[config.mk]
export PLATFORM = sky130hd
export DESIGN_NAME = ahb_sdram_bridge_flat
export DESIGN_NICKNAME = d
export VERILOG_FILES = /design/src/rtl/ahb_sdram_bridge_if.sv /design/src/rtl/ahb_sdram_bridge.sv /design/src/flat_wrapper.sv
export SDC_FILE = /design/constraint.sdc
export NUM_CORES = 1
export LEC_CHECK = 0
export BUFFER_PORTS_ARGS = -buffer_cell sky130_fd_sc_hd__buf_2
export CAP_MARGIN = 25
export CORE_MARGIN = 4
export CORE_UTILIZATION = 45
export DETAILED_ROUTE_END_ITERATION = 10
export HOLD_SLACK_MARGIN = 0.03
export PLACE_DENSITY = 0.8
export SYNTH_ARGS = -nofsm -noshare
export SYNTH_HDL_FRONTEND = slang
export SYNTH_SLANG_ARGS = --single-unit
[constraint.sdc]
create_clock -name hclk -period 4.5 [get_ports hclk]
set_input_delay 0.45 -clock hclk [delete_from_list [all_inputs] [get_ports hclk]]
set_output_delay 0.45 -clock hclk [all_outputs]
set_load 0.005 [all_outputs]
[src/rtl/ahb_sdram_bridge_if.sv]
// AHB-Lite slave bus plus request/acknowledge link toward the SDRAM core.
interface ahb_sdram_bridge_if #(
    parameter int HAW      = 32,
    parameter int SDRAM_AW = 24
);
    // AHB-Lite side
    logic                hsel;
    logic [HAW-1:0]      haddr;
    logic                hwrite;
    logic [1:0]          htrans;
    logic [2:0]          hsize;
    logic [31:0]         hwdata;
    logic                hready;
    logic [31:0]         hrdata;
    logic                hreadyout;
    logic                hresp;
    // SDRAM core side
    logic                mem_req;
    logic                mem_we;
    logic [SDRAM_AW-3:0] mem_addr;
    logic [3:0]          mem_be;
    logic [31:0]         mem_wdata;
    logic                mem_ack;
    logic                mem_rvalid;
    logic [31:0]         mem_rdata;

    modport slave (
        input  hsel, haddr, hwrite, htrans, hsize, hwdata, hready,
        input  mem_ack, mem_rvalid, mem_rdata,
        output hrdata, hreadyout, hresp,
        output mem_req, mem_we, mem_addr, mem_be, mem_wdata
    );

    modport master (
        output hsel, haddr, hwrite, htrans, hsize, hwdata, hready,
        output mem_ack, mem_rvalid, mem_rdata,
        input  hrdata, hreadyout, hresp,
        input  mem_req, mem_we, mem_addr, mem_be, mem_wdata
    );
endinterface

[src/rtl/ahb_sdram_bridge.sv]
// AHB-Lite slave that turns single transfers into held requests to the
// SDRAM controller core, inserting wait states until the core finishes and
// answering misaligned / oversized transfers with a two-cycle ERROR.
module ahb_sdram_bridge #(
    parameter int HAW      = 32,
    parameter int SDRAM_AW = 24
) (
    input  logic                 hclk,
    input  logic                 hresetn,
    ahb_sdram_bridge_if.slave    bus
);
    typedef enum logic [2:0] {IDLE, WDATA, REQ, RWAIT, ERR1, ERR2} state_t;

    state_t              state, state_n;
    logic                hreadyout_q, hreadyout_n;
    logic                hresp_q, hresp_n;
    logic [31:0]         hrdata_q, hrdata_n;
    logic                mem_req_q, mem_req_n;
    logic                mem_we_q, mem_we_n;
    logic [SDRAM_AW-3:0] mem_addr_q, mem_addr_n;
    logic [3:0]          mem_be_q, mem_be_n;
    logic [31:0]         mem_wdata_q, mem_wdata_n;

    logic                accept;
    logic                illegal;
    logic [3:0]          be_dec;
    logic                unused_bits;

    // Address bits above the SDRAM window alias; htrans[0] (SEQ vs NONSEQ) is irrelevant for singles.
    assign unused_bits = ^{bus.haddr[HAW-1:SDRAM_AW], bus.htrans[0]};

    assign accept  = bus.hsel & bus.hready & bus.htrans[1];
    assign illegal = (bus.hsize > 3'd2) ||
                     (bus.hsize == 3'd1 && bus.haddr[0]) ||
                     (bus.hsize == 3'd2 && bus.haddr[1:0] != 2'b00);

    // Byte-lane decode for the address-phase size and offset.
    always_comb begin
        case (bus.hsize)
            3'd0:    be_dec = 4'b0001 << bus.haddr[1:0];
            3'd1:    be_dec = bus.haddr[1] ? 4'b1100 : 4'b0011;
            default: be_dec = 4'b1111;
        endcase
    end

    // Next state and next values of every registered output; holds by default.
    always_comb begin
        state_n     = state;
        hreadyout_n = hreadyout_q;
        hresp_n     = hresp_q;
        hrdata_n    = hrdata_q;
        mem_req_n   = mem_req_q;
        mem_we_n    = mem_we_q;
        mem_addr_n  = mem_addr_q;
        mem_be_n    = mem_be_q;
        mem_wdata_n = mem_wdata_q;
        case (state)
            IDLE, ERR2: begin
                // Ready states: a new address phase may land here, including
                // the completing cycle of the previous transfer.
                state_n     = IDLE;
                hreadyout_n = 1'b1;
                hresp_n     = 1'b0;
                if (accept) begin
                    mem_we_n    = bus.hwrite;
                    mem_addr_n  = bus.haddr[SDRAM_AW-1:2];
                    mem_be_n    = be_dec;
                    hreadyout_n = 1'b0;
                    if (illegal) begin
                        state_n = ERR1;
                        hresp_n = 1'b1;
                    end else if (bus.hwrite) begin
                        state_n = WDATA;
                    end else begin
                        state_n   = REQ;
                        mem_req_n = 1'b1;
                    end
                end
            end
            ERR1: begin
                state_n     = ERR2;
                hreadyout_n = 1'b1;
                hresp_n     = 1'b1;
            end
            WDATA: begin
                // hwdata is only valid now, so the write request starts here.
                mem_wdata_n = bus.hwdata;
                mem_req_n   = 1'b1;
                mem_we_n    = 1'b1;
                state_n     = REQ;
            end
            REQ: begin
                if (bus.mem_ack) begin
                    mem_req_n = 1'b0;
                    if (mem_we_q) begin
                        hreadyout_n = 1'b1;
                        state_n     = IDLE;
                    end else if (bus.mem_rvalid) begin
                        hrdata_n    = bus.mem_rdata;
                        hreadyout_n = 1'b1;
                        state_n     = IDLE;
                    end else begin
                        state_n = RWAIT;
                    end
                end
            end
            RWAIT: begin
                if (bus.mem_rvalid) begin
                    hrdata_n    = bus.mem_rdata;
                    hreadyout_n = 1'b1;
                    state_n     = IDLE;
                end
            end
            default: state_n = IDLE;
        endcase
    end

    // State and output registers; reset withdraws any pending request at once.
    always_ff @(posedge hclk or negedge hresetn) begin
        if (!hresetn) begin
            state       <= IDLE;
            hreadyout_q <= 1'b1;
            hresp_q     <= 1'b0;
            hrdata_q    <= '0;
            mem_req_q   <= 1'b0;
            mem_we_q    <= 1'b0;
            mem_addr_q  <= '0;
            mem_be_q    <= '0;
            mem_wdata_q <= '0;
        end else begin
            state       <= state_n;
            hreadyout_q <= hreadyout_n;
            hresp_q     <= hresp_n;
            hrdata_q    <= hrdata_n;
            mem_req_q   <= mem_req_n;
            mem_we_q    <= mem_we_n;
            mem_addr_q  <= mem_addr_n;
            mem_be_q    <= mem_be_n;
            mem_wdata_q <= mem_wdata_n;
        end
    end

    assign bus.hreadyout = hreadyout_q;
    assign bus.hresp     = hresp_q;
    assign bus.hrdata    = hrdata_q;
    assign bus.mem_req   = mem_req_q;
    assign bus.mem_we    = mem_we_q;
    assign bus.mem_addr  = mem_addr_q;
    assign bus.mem_be    = mem_be_q;
    assign bus.mem_wdata = mem_wdata_q;
endmodule

[src/flat_wrapper.sv]
// flat-port wrapper written by rule: the top's interface ports become plain ports
module ahb_sdram_bridge_flat 
#(
    parameter int HAW      = 32,
    parameter int SDRAM_AW = 24
)
  (hclk, hresetn, bus_hsel, bus_haddr, bus_hwrite, bus_htrans, bus_hsize, bus_hwdata, bus_hready, bus_mem_ack, bus_mem_rvalid, bus_mem_rdata, bus_hrdata, bus_hreadyout, bus_hresp, bus_mem_req, bus_mem_we, bus_mem_addr, bus_mem_be, bus_mem_wdata);
  ahb_sdram_bridge_if #(.HAW(HAW), .SDRAM_AW(SDRAM_AW)) bus_i ();
  input  logic hclk;
  input  logic hresetn;
  input wire logic [$bits(bus_i.hsel)-1:0] bus_hsel;
  input wire logic [$bits(bus_i.haddr)-1:0] bus_haddr;
  input wire logic [$bits(bus_i.hwrite)-1:0] bus_hwrite;
  input wire logic [$bits(bus_i.htrans)-1:0] bus_htrans;
  input wire logic [$bits(bus_i.hsize)-1:0] bus_hsize;
  input wire logic [$bits(bus_i.hwdata)-1:0] bus_hwdata;
  input wire logic [$bits(bus_i.hready)-1:0] bus_hready;
  input wire logic [$bits(bus_i.mem_ack)-1:0] bus_mem_ack;
  input wire logic [$bits(bus_i.mem_rvalid)-1:0] bus_mem_rvalid;
  input wire logic [$bits(bus_i.mem_rdata)-1:0] bus_mem_rdata;
  output wire logic [$bits(bus_i.hrdata)-1:0] bus_hrdata;
  output wire logic [$bits(bus_i.hreadyout)-1:0] bus_hreadyout;
  output wire logic [$bits(bus_i.hresp)-1:0] bus_hresp;
  output wire logic [$bits(bus_i.mem_req)-1:0] bus_mem_req;
  output wire logic [$bits(bus_i.mem_we)-1:0] bus_mem_we;
  output wire logic [$bits(bus_i.mem_addr)-1:0] bus_mem_addr;
  output wire logic [$bits(bus_i.mem_be)-1:0] bus_mem_be;
  output wire logic [$bits(bus_i.mem_wdata)-1:0] bus_mem_wdata;
  assign bus_i.hsel = bus_hsel;
  assign bus_i.haddr = bus_haddr;
  assign bus_i.hwrite = bus_hwrite;
  assign bus_i.htrans = bus_htrans;
  assign bus_i.hsize = bus_hsize;
  assign bus_i.hwdata = bus_hwdata;
  assign bus_i.hready = bus_hready;
  assign bus_i.mem_ack = bus_mem_ack;
  assign bus_i.mem_rvalid = bus_mem_rvalid;
  assign bus_i.mem_rdata = bus_mem_rdata;
  assign bus_hrdata = bus_i.hrdata;
  assign bus_hreadyout = bus_i.hreadyout;
  assign bus_hresp = bus_i.hresp;
  assign bus_mem_req = bus_i.mem_req;
  assign bus_mem_we = bus_i.mem_we;
  assign bus_mem_addr = bus_i.mem_addr;
  assign bus_mem_be = bus_i.mem_be;
  assign bus_mem_wdata = bus_i.mem_wdata;
  ahb_sdram_bridge #(.HAW(HAW), .SDRAM_AW(SDRAM_AW)) u_core (.hclk(hclk), .hresetn(hresetn), .bus(bus_i));
endmodule
==> run summary <==
======================================================================================================
Outcome                                                                                      completed
DRC marker count from the first detailed-route iteration                                            49
Die X-Extent                                                                                    101 um
Peak fanout along the critical path                                                                 22
Commonest non-fill, non-tap cell in the layout                                                   buf_2
Synth-to-layout area growth                                                                      32.8%
Part of the cycle the worst path needs                                                           50.4%
Post-Route Skew                                                                                20.1 ps
Clock transition at the register clock pins on the worst setup and hold paths after CTS         110 ps
Count of instances resized after the clock tree is built                                             0
Post-synthesis instance area                                                                3850 sq um
Placed cell area                                                                            4920 sq um
Number of port buffers                                                                             192
Number of filler instances in the final layout                                                     686
Number of levels in the clock H-tree                                                                 3
Setup repair after global routing missed its margin                                              false
Final standard cell utilization of the core                                                      62.0%
Hold bufs inserted after CTS                                                                         0
Final setup viols                                                                                    0
Starting density of the core                                                                     46.7%
Number of DRC violations after detailed routing                                                      0
Total power divided by cell area                                                           663 nW/um^2
Share of power burned in combinational logic                                                     37.7%
Number of vias per cell after detailed routing                                                    4.99
Initial antenna violation count                                                                      0
Summed area of non-filler cells in the final layout                                         5120 sq um
Critical R2R Launch                                                                       u_core.state[0]
Number of max-slew violations in the final report                                                    0
Reported leakage power                                                                         2.57 nW
Mapped Nets                                                                                        363
P_int                                                                                          2.32 mW
Start point of the critical path                                                          u_core.state[0]
Crit path launch type                                                                             flop
Category of the most critical setup path                                                       reg2reg
CTS tree                                                                                         built
Chip Height                                                                                     101 um
Measured slew at the worst slew-check pin                                                       796 ps
Yosys warns                                                                                          0
Post-Place Cells                                                                                   544
Crit path cell chain                                                                      nor2b_1 > nor4_4 > buf_4 > mux2_1
Avg WL per Cell                                                                                15.6 um
Buffer type at the clock tree root                                                            clkbuf_8
Max stage delay cell, worst path                                                                nor4_4
Area enclosed by the die boundary                                                          10100 sq um
Peak clock frequency supported by timing                                                       441 MHz
Global routing usage summed across all routing layers                                            17.6%
Setup Total Neg Slack                                                                             0 ps
Avg Cell Area, Syn                                                                          15.1 sq um
Arr. time, crit path                                                                           2490 ps
Reg2Reg Setup Slack                                                                            2230 ps
Maximum clock path buffer count                                                                      2
Logic depth of the worst register-to-register path                                                   4
Switching share of total power                                                                   31.5%
I/O Pins                                                                                           202
Number of flip-flops and latches in the synthesized netlist                                         97
Commonest non-fill, non-tap cells in the layout                                           buf_2, dfrtp_1, mux2_2
Count of placed standard cells in the final layout, fillers left out                               560
Minimum clock period after layout                                                              2270 ps
Kind of end point of the critical path                                                            flop
Number of buffers created by CTS                                                                     9
Worst relative slew slack                                                                        46.9%
Share of cells above drive strength 1                                                            62.0%
Share of the yosys chip area belonging to registers                                              63.0%
Switching power                                                                                1.07 mW
Later-pin clock latency in the skew report                                                      350 ps
Final antenna diode count                                                                            0
Weighted congestion at the end of routability-driven global placement                            0.794
Drt pass-1 iters                                                                                     4
CP required                                                                                    4720 ps
Detailed-placement wirelength estimate                                                         6750 um
Slack of the critical path                                                                     2230 ps
Core area                                                                                   8260 sq um
Critical path's top delay family                                                          simple AND/OR/NAND/NOR gates
Via Count                                                                                         2796
Maximum number of pins on one net before global-route repair                                        64
Post-CTS setup buffer count                                                                          0
Total routed wirelength                                                                        8750 um
Worst slack at placement                                                                       2140 ps
CTS sink count                                                                                      97
Buffers and inverters on the worst path                                                              1
Wire length of the first global-routing pass                                                  14000 um
Worst path max stage delay                                                                      590 ps
Post-synthesis cell count                                                                          255
Vias in the first global route                                                                    2917
Antenna Nets Post-Route                                                                              0
Num rows                                                                                            33
Final hold violation count                                                                           0
Nets                                                                                               558
Hold Path Class                                                                               in2async
Worst IR Drop VDD                                                                             0.340 mV
Post-synth cell types                                                                               32
Part of the power in the clock network                                                           16.5%
Sequential cell fraction of total power                                                          45.9%
R2R Path End                                                                              u_core.bus.mem_addr[7]
Max_cap viols                                                                                        0
Remaining Overflow, GRT                                                                              0
======================================================================================================
==> registers in the layout, indices dropped and copies added, names as in the netlist <==
name                  count
u_core.bus.hrdata        32
u_core.bus.mem_addr      22
u_core.bus.mem_wdata     32
u_core.bus.mem_we         1
u_core.bus.hresp          1
u_core.bus.mem_req        1
u_core.bus.mem_be         4
u_core.bus.hreadyout      1
u_core.state              3
==> power by group through the flow <==
stage               logic (mW)  registers [mW]  clock network (mW)
floorplan                0.669            1.58                   0
detailed placement        1.31            1.58                   0
CTS                       1.31            1.56               0.576
global route              1.41            1.62               0.616
global placement          1.26            1.55                   0
finish                    1.28            1.56               0.559
==> per-stage QoR <==
stage                     hold slack, ps  total power, mW
after floorplan                      154             2.25
after global placement               461             2.81
after detailed placement             469             2.89
after CTS                            195             3.45
after global routing                 227             3.65
final                                177             3.39
==> routing by layer <==
metal	GRT usage [%]	routed length, um	part of all wire, %
met4	6.94	146	1.7
met2	30.5	4570	52
met3	3.46	616	7.0
met5	0	0	0
met1	21.6	3420	39
==> worst max-delay path by stage <==
stage,end,depth (start not counted)
floorplan,u_core.bus.mem_addr[10],4
global placement,u_core.bus.mem_addr[21],5
detailed placement,u_core.bus.mem_addr[7],5
CTS,u_core.bus.mem_addr[7],4
global route,u_core.bus.mem_addr[18],4
finish,u_core.bus.mem_addr[7],4
==> logic make-up (layout without fill, tap and decap cells) <==
kind of cell	Yosys count	after routing	share of synthesized area (%)
muxes	86	86	25.1
AOI/OAI and AO/OA	28	28	5.36
DFF	97	97	63.0
and+or+nand+nor	24	24	3.74
buffers and inverters	18	218	2.21
adders and majority gates	2	2	0.520
==> area by class of cell <==
class                   count  area, sq um  area share (%)
clock buffers              10          128            2.49
inverters                   6         22.5           0.440
flip-flops and latches     97         2430            47.5
clock inverters             6         67.6            1.32
multi-input cells         140         1350            26.3
repair buffers            196          993            19.4
well taps                 105          131            2.57
==> synthesized netlist by cell type <==
| library cell | number | area (sq um) |
|---|---|---|
| a31oi_1 | 4 | 25.0 |
| dfstp_2 | 1 | 26.3 |
| maj3_1 | 2 | 20.0 |
| o21bai_1 | 3 | 22.5 |
| nor3_2 | 1 | 10.0 |
| or4_4 | 1 | 11.3 |
| a22o_1 | 2 | 17.5 |
| a211o_1 | 2 | 17.5 |
| o21ai_0 | 5 | 25.0 |
| nand3_1 | 1 | 5.00 |
| nor4_4 | 1 | 21.3 |
| dfrtp_1 | 96 | 2400 |
| inv_1 | 6 | 22.5 |
| nand2_1 | 4 | 15.0 |
| buf_2 | 8 | 40.0 |
| a21oi_1 | 2 | 10.0 |
| a22oi_1 | 1 | 7.51 |
| buf_4 | 2 | 15.0 |
| a31o_2 | 1 | 8.76 |
| o31ai_1 | 1 | 7.51 |
| nor2_1 | 8 | 30.0 |
| a211oi_2 | 1 | 12.5 |
| nand3b_1 | 1 | 7.51 |
| nor4_1 | 1 | 6.26 |
| a2bb2oi_2 | 1 | 15.0 |
| a32o_1 | 1 | 10.0 |
| nor2b_1 | 6 | 37.5 |
| o22ai_1 | 2 | 12.5 |
| mux2_1 | 22 | 248 |
| o211ai_1 | 2 | 15.0 |
| mux2_2 | 64 | 721 |
| clkbuf_1 | 2 | 7.51 |
Note: power is estimated with default switching activity, not from simulation.
